File: src/rtl/hazard_forward_ctrl.sv
// Hazard/forwarding controller for a 5-stage RISC-V pipeline: EX-stage bypass selects,
// load-use stall sequencing, data-memory freeze and a saturating stall-cycle counter.
module hazard_forward_ctrl #(
  parameter int NUM_SRC  = 2,
  parameter int AW       = 5,
  parameter int LOAD_LAT = 1,
  parameter int CNT_W    = 16
) (
  input  logic                   clk,
  input  logic                   rst,
  input  logic [NUM_SRC*AW-1:0]  rs_id,
  input  logic [NUM_SRC*AW-1:0]  rs_ex,
  input  logic [AW-1:0]          rd_ex,
  input  logic                   memread_ex,
  input  logic                   regwrite_ex,
  input  logic [AW-1:0]          rd_mem,
  input  logic                   regwrite_mem,
  input  logic [AW-1:0]          rd_wb,
  input  logic                   regwrite_wb,
  input  logic                   mem_busy,
  output logic [2*NUM_SRC-1:0]   fwd_sel,
  output logic                   stall,
  output logic                   bubble,
  output logic [CNT_W-1:0]       stall_cycles
);

  localparam int CW = $clog2(LOAD_LAT + 1);

  typedef enum logic [1:0] {RUN, LU_STALL, MEM_WAIT} state_t;

  state_t          state, state_nxt;
  logic [CW-1:0]   cnt, cnt_nxt;
  logic [NUM_SRC-1:0] id_match;
  logic            hz;

  for (genvar i = 0; i < NUM_SRC; i++) begin : g_src
    logic [AW-1:0] rs;
    logic [1:0]    sel;
    assign rs = rs_ex[i*AW +: AW];
    // MEM holds the youngest result, so it beats WB; x0 is hardwired zero
    always_comb begin
      sel = 2'b00;
      if (!rst && rs != '0) begin
        if (regwrite_mem && rd_mem == rs)     sel = 2'b10;
        else if (regwrite_wb && rd_wb == rs)  sel = 2'b01;
      end
    end
    assign fwd_sel[2*i +: 2] = sel;
    assign id_match[i] = (rs_id[i*AW +: AW] == rd_ex);
  end

  assign hz = memread_ex & regwrite_ex & (rd_ex != '0) & (|id_match);

  always_ff @(posedge clk or posedge rst) begin
    if (rst) begin
      state <= RUN;
      cnt   <= '0;
    end else begin
      state <= state_nxt;
      cnt   <= cnt_nxt;
    end
  end

  // MEM_WAIT with memory ready behaves exactly like RUN, so they share the decode
  always_comb begin
    state_nxt = state;
    cnt_nxt   = cnt;
    case (state)
      RUN, MEM_WAIT: begin
        if (mem_busy)
          state_nxt = MEM_WAIT;
        else if (hz && LOAD_LAT > 1) begin
          state_nxt = LU_STALL;
          cnt_nxt   = CW'(LOAD_LAT - 1);
        end else
          state_nxt = RUN;
      end
      LU_STALL: begin
        if (!mem_busy) begin
          if (cnt == CW'(1)) begin
            state_nxt = RUN;
            cnt_nxt   = '0;
          end else
            cnt_nxt = cnt - CW'(1);
        end
      end
      default: begin
        state_nxt = RUN;
        cnt_nxt   = '0;
      end
    endcase
  end

  always_comb begin
    stall  = 1'b0;
    bubble = 1'b0;
    if (!rst) begin
      case (state)
        RUN, MEM_WAIT: begin
          if (mem_busy)
            stall = 1'b1;
          else if (hz) begin
            stall  = 1'b1;
            bubble = 1'b1;
          end
        end
        LU_STALL: begin
          stall  = 1'b1;
          bubble = !mem_busy;
        end
        default: ;
      endcase
    end
  end

  always_ff @(posedge clk or posedge rst) begin
    if (rst)
      stall_cycles <= '0;
    else if (stall && stall_cycles != '1)
      stall_cycles <= stall_cycles + CNT_W'(1);
  end

endmodule
File: config.mk
export PLATFORM = sky130hd
export DESIGN_NAME = hazard_forward_ctrl
export DESIGN_NICKNAME = d
export VERILOG_FILES = /design/src/rtl/hazard_forward_ctrl.sv
export SDC_FILE = /design/constraint.sdc
export NUM_CORES = 1
export LEC_CHECK = 0
export CAP_MARGIN = 30
export CORE_MARGIN = 2
export CORE_UTILIZATION = 39
export CTS_CLUSTER_DIAMETER = 150
export CTS_CLUSTER_SIZE = 24
export DETAILED_ROUTE_END_ITERATION = 7
export GPL_ROUTABILITY_DRIVEN = 0
export PLACE_DENSITY = 0.8
export SLEW_MARGIN = 20
export SYNTH_ARGS = -nofsm -noshare
export SYNTH_HDL_FRONTEND = slang
export SYNTH_SLANG_ARGS = --single-unit
File: constraint.sdc
create_clock -name clk -period 4.2 [get_ports clk]
set_input_delay 1.26 -clock clk [delete_from_list [all_inputs] [get_ports clk]]
set_output_delay 1.26 -clock clk [all_outputs]
set_load 0.02 [all_outputs]
* Word-level counts from Yosys, hierarchy flattened
Cells that the tools add are included.
Operators by class: $add $sub $neg 2, eq/ne operators 11, multiplexer cells 20, reduce and logical (&&, ||, !) cells 17, bitwise gates (word level) 4
Operators by type and width (count):
- $eq 5x5->1 | 6
- $add 16x1->16 const B | 1
- $ne 16x16->1 const B | 1
- $reduce_bool 5->1 | 3
- $mux 2 | 7
- $mux 1 | 9
- $logic_and 1x1->1 | 7
- $pmux 1 s2 | 3
- $ne 2x2->1 const B | 2
- $pmux 2 s2 | 1
- $reduce_and 2->1 | 2
- $reduce_or 2->1 | 2
- $and 1x1->1 | 3
- $eq 2x1->1 const B | 1
- $eq 2x2->1 const B | 1
- $logic_not 1->1 | 2
- $logic_not 2->1 | 1
- $not 1->1 | 1
- $sub 1x1->1 const B | 1
Word-level totals: word-level logic and storage cells 57, output and inout port bits 22, register bits 19

* Depth between registers and ports, before layout
Gate-level depths: netlist of the first run.
depth in word-level cells 8, mapped depth 7, depth with buffers taken out 7

* Worst setup path after synthesis of the first run
No wires, ideal clock.
path type in2out, from in rd_ex[0], to out stall, data required time 2.940 ns, setup slack 0.395 ns, cell stages on the path 5, arrival 2.545 ns, buffers on the path 1, path through or4_1 > o2111a_1 > a22oi_4 > buf_4 > inv_1
On the way: cells in the longest elaborated chain, start to end 7
RTL lines:
- start, declared | RTL line 13 | input logic [AW-1:0] rd_ex,
- $eq 5x5->1 / $reduce_bool 5->1 (equally long branches) | RTL line 49, 52
- $reduce_or 2->1 / $and 1x1->1 (equally long branches) | RTL line 52 | assign hz = memread_ex & regwrite_ex & (rd_ex != '0) & (|id_match);
- $and 1x1->1 * | RTL line 52
- $mux 1 * | RTL line 102 | else if (hz) begin
- $mux 1 * | RTL line 100 | if (mem_busy)
- $pmux 1 s2 * | RTL line 98 | case (state)
- $mux 1 * | RTL line 97 | if (!rst) begin
- end, declared | RTL line 22 | output logic stall,
Every way passes the cells marked *; elsewhere a longest branch is shown, timed or not.

* Worst setup path after layout of the first run
from in rd_ex[3], to out stall
The elaborated chain is that of the path after synthesis.

==> flow_summary.json, run 1 <==
{
  "outcome": "completed",
  "drt_drc_violations_left": 0,
  "worst-path-buf-inv": 3,
  "ant_nets": 0,
  "synth-seq-cells": 16,
  "fin_nets": 254,
  "fp.dieW_um": 59.6,
  "muxShareOfSynthArea": 0.0374,
  "synth.avg_cell_area_um2": 9.19,
  "io_buffers": 63,
  "first_global_vias": 1299,
  "top_register": "stall_cycles",
  "grtUsageTotal": 0.204,
  "holdBufCountCts": 0,
  "layout-drive-gt1-share": 0.152,
  "ctsHtreeMaxLevel": 1,
  "tritoncts": "built",
  "slowest_stage_cell_crit_path": "sky130_fd_sc_hd__or4_4",
  "cts-root-buf": "sky130_fd_sc_hd__clkbuf_4",
  "grt_first_pass_wirelength_um": 5600,
  "core_region_area_mm2": 0.00300,
  "cts.path.max_buffers": 2,
  "die_height_um": 59.6,
  "finalWorstPathRequiredPeriod_ns": 4.16,
  "largest_registers_ranked_by_flip_flop_count": "stall_cycles x16",
  "cp_cell_sequence": "clkdlybuf4s50_1 -> or4_4 -> o2111a_1 -> a22oi_4 -> inv_1 -> buf_2",
  "post-synth-top-area-cell": "sky130_fd_sc_hd__dfrtp_1",
  "dpl.hpwl_um": 2930,
  "synth_seq_area_share": 0.333,
  "yosys_warnings": 0,
  "max-slew-margin-rel": 0.637,
  "antenna_diode_count": 0,
  "crit_arrival_ns": 2.90,
  "vias_per_inst": 5.15,
  "number_of_placement_rows": 20,
  "syn-instance-count": 131,
  "worstSetupPathType": "in2out",
  "hold_path.class": "reg2reg",
  "synthToLayoutAreaGrowth_pct": 65.6,
  "synthXorXnorAreaFrac": 0.306,
  "timing.critical_path.required_ns": 2.94,
  "max_freq_mhz": 240,
  "vdd_ir_drop_max_mv": 0.258,
  "unrepaired_setup_endpoints_after_global_routing": "no",
  "grt_antenna_before_repair": 0,
  "ys_top_cells_by_area": "sky130_fd_sc_hd__dfrtp_1, sky130_fd_sc_hd__xor2_1, sky130_fd_sc_hd__xnor2_1, sky130_fd_sc_hd__nand3_1, sky130_fd_sc_hd__mux2_2",
  "drv.max_cap_violation_count": 0,
  "synth_area_mm2": 0.00120,
  "ios": 64,
  "worstSetupEndpointType": "primary output",
  "timing.final.max_slew_violations": 0,
  "synthDistinctLibCells": 23,
  "tightest_slew_ns": 0.539,
  "synth_top_family_by_area": "XOR/XNOR gates",
  "timing.final.crit_share": 0.990,
  "cp-start-kind": "input pin",
  "path_max_fanout": 2,
  "critical-path-max-stage-delay_ns": 0.52,
  "drt-total-wl_um": 3570,
  "count_of_endpoints_failing_hold_in_the_final_timing_report": 0,
  "synth-simple-area-share": 0.252,
  "syn_nets": 174,
  "layout_commonest_cell": "sky130_fd_sc_hd__clkdlybuf4s50_1",
  "floorplan.die_area_mm2": 0.00355,
  "floorplan.initialDensity": 0.401,
  "largest_register_ffs": 16,
  "dr_total_vias": 1251,
  "worst_path_dominant_cell_family": "buffers and inverters",
  "synth_adder_area_share": 0.0104,
  "most-common-layout-cells": "sky130_fd_sc_hd__clkdlybuf4s50_1, sky130_fd_sc_hd__xor2_1, sky130_fd_sc_hd__dfrtp_1",
  "cts_made_buffers": 3,
  "cts.sinks": 16,
  "share_of_the_core_filled_with_cells": 0.664,
  "synth_compound_gate_area_share": 0.0468,
  "static-leakage-power_nw": 0.864,
  "first_pass_drt_iterations": 4,
  "power_per_cell_area_mw_per_mm2": 313,
  "final-setup-viol-count": 0,
  "synth_top_area_frac": 0.333,
  "hold-worst-slack_ns": 0.499,
  "grt-ovfl-total": 0,
  "grt_max_degree": 17,
  "drt_first_iter_violations": 20,
  "clk-insertion-delay-late_ns": 0.29,
  "avgRoutedWirePerCell_um": 14.7,
  "clk_transition_reported_paths_ns": 0.10,
  "timing.clock.skew_ns": 0.00582
}
## where the power goes
| part | internal, W | switching (W) |
|---|---|---|
| Combinational | 0.000153 | 0.000131 |
| Sequential | 0.000190 | 0.0000476 |
| Clock | 0.0000528 | 0.0000496 |
## synthesized netlist by cell type
master / count
sky130_fd_sc_hd__or3_1: 1
sky130_fd_sc_hd__xnor2_1: 15
sky130_fd_sc_hd__o22ai_1: 1
sky130_fd_sc_hd__nand2b_1: 1
sky130_fd_sc_hd__o2111a_1: 1
sky130_fd_sc_hd__nor4b_1: 2
sky130_fd_sc_hd__and3_1: 2
sky130_fd_sc_hd__a22oi_4: 1
sky130_fd_sc_hd__buf_4: 1
sky130_fd_sc_hd__xor2_1: 27
sky130_fd_sc_hd__o31ai_1: 1
sky130_fd_sc_hd__nand3_1: 12
sky130_fd_sc_hd__nand2_1: 11
sky130_fd_sc_hd__nor2_1: 9
sky130_fd_sc_hd__o21ai_0: 2
sky130_fd_sc_hd__dfrtp_1: 16
sky130_fd_sc_hd__nor4_1: 6
sky130_fd_sc_hd__inv_1: 3
sky130_fd_sc_hd__or4_1: 3
sky130_fd_sc_hd__mux2_2: 4
sky130_fd_sc_hd__nor3b_1: 4
sky130_fd_sc_hd__ha_1: 1
sky130_fd_sc_hd__nor3_1: 7
## kinds of logic after synthesis
group / count (synthesis)
mux: 4
compound gates: 6
xor+xnor: 42
flops: 16
buf+inv: 4
simple gates: 58
fa+ha+maj: 1
## worst register-to-register path, delay by kind of cell (launching register included)
family        cells  cell delay (ns)
mux               1             0.30
fa+ha+maj         1             0.19
flops             1             0.44
simple gates      5             1.11
## area by class of cell
type                    instances  area, µm²
fillers                       261       1010
multi-input cells             111        807
repair buffers                 76        697
flip-flops and latches         16        400
well taps                      33       41.3
clock buffers                   4       36.3
inverters                       3       11.3
## what timing repair did
action	CTS	global route
buffers inserted	0	0
pin swaps	2	0
setup endpoints to repair	6	5
gates resized for setup	19	9
## metrics by stage
step / instance area [µm²] / total power (W) / worst slack [ns] / setup TNS (ns) / std cells
after floorplan: 1200 / 0.000364 / 0.395 / 0 / 131
after CTS: 2010 / 0.000627 / 0.00179 / 0 / 243
after global placement: 1970 / 0.000513 / -0.393 / -1.68 / 239
after detailed placement: 1970 / 0.000523 / -0.441 / -1.94 / 239
after global routing: 1990 / 0.000660 / 0.00741 / 0 / 243
final: 1990 / 0.000624 / 0.0417 / 0 / 243
## layer usage
metal,vias to the layer above,part of all wire,global-route usage
met5,-,0,0
met4,0,0,0.0444
met3,0,0.081,0.0393
met2,43,0.52,0.391
met1,592,0.40,0.230
li1,616,-,-
## worst paths after layout
path                                                   from                      endpoint  slack [ns]  cells after the start
worst max-delay path                               rd_ex[3]                         stall        0.04                      6
worst min-delay path            stall_cycles[7]$_DFFE_PP0P_   stall_cycles[7]$_DFFE_PP0P_        0.50                      1
worst max register to register  stall_cycles[0]$_DFFE_PP0P_   stall_cycles[1]$_DFFE_PP0P_        2.06                      7
worst min register to register  stall_cycles[7]$_DFFE_PP0P_   stall_cycles[7]$_DFFE_PP0P_        0.50                      1
max in group asynchronous                               rst   stall_cycles[4]$_DFFE_PP0P_        2.50                      4
min in group asynchronous                               rst  stall_cycles[11]$_DFFE_PP0P_        1.51                      4
Power figures use the tool's default switching activity.
==> run 2, diff against run 1 <==
CTS_CLUSTER_SIZE = 25   (was 24)
SLEW_MARGIN = unset   (was 20)
==> results of run 2 <==
Same layout as run 1: the final DEF is identical, and so are final timing and power.
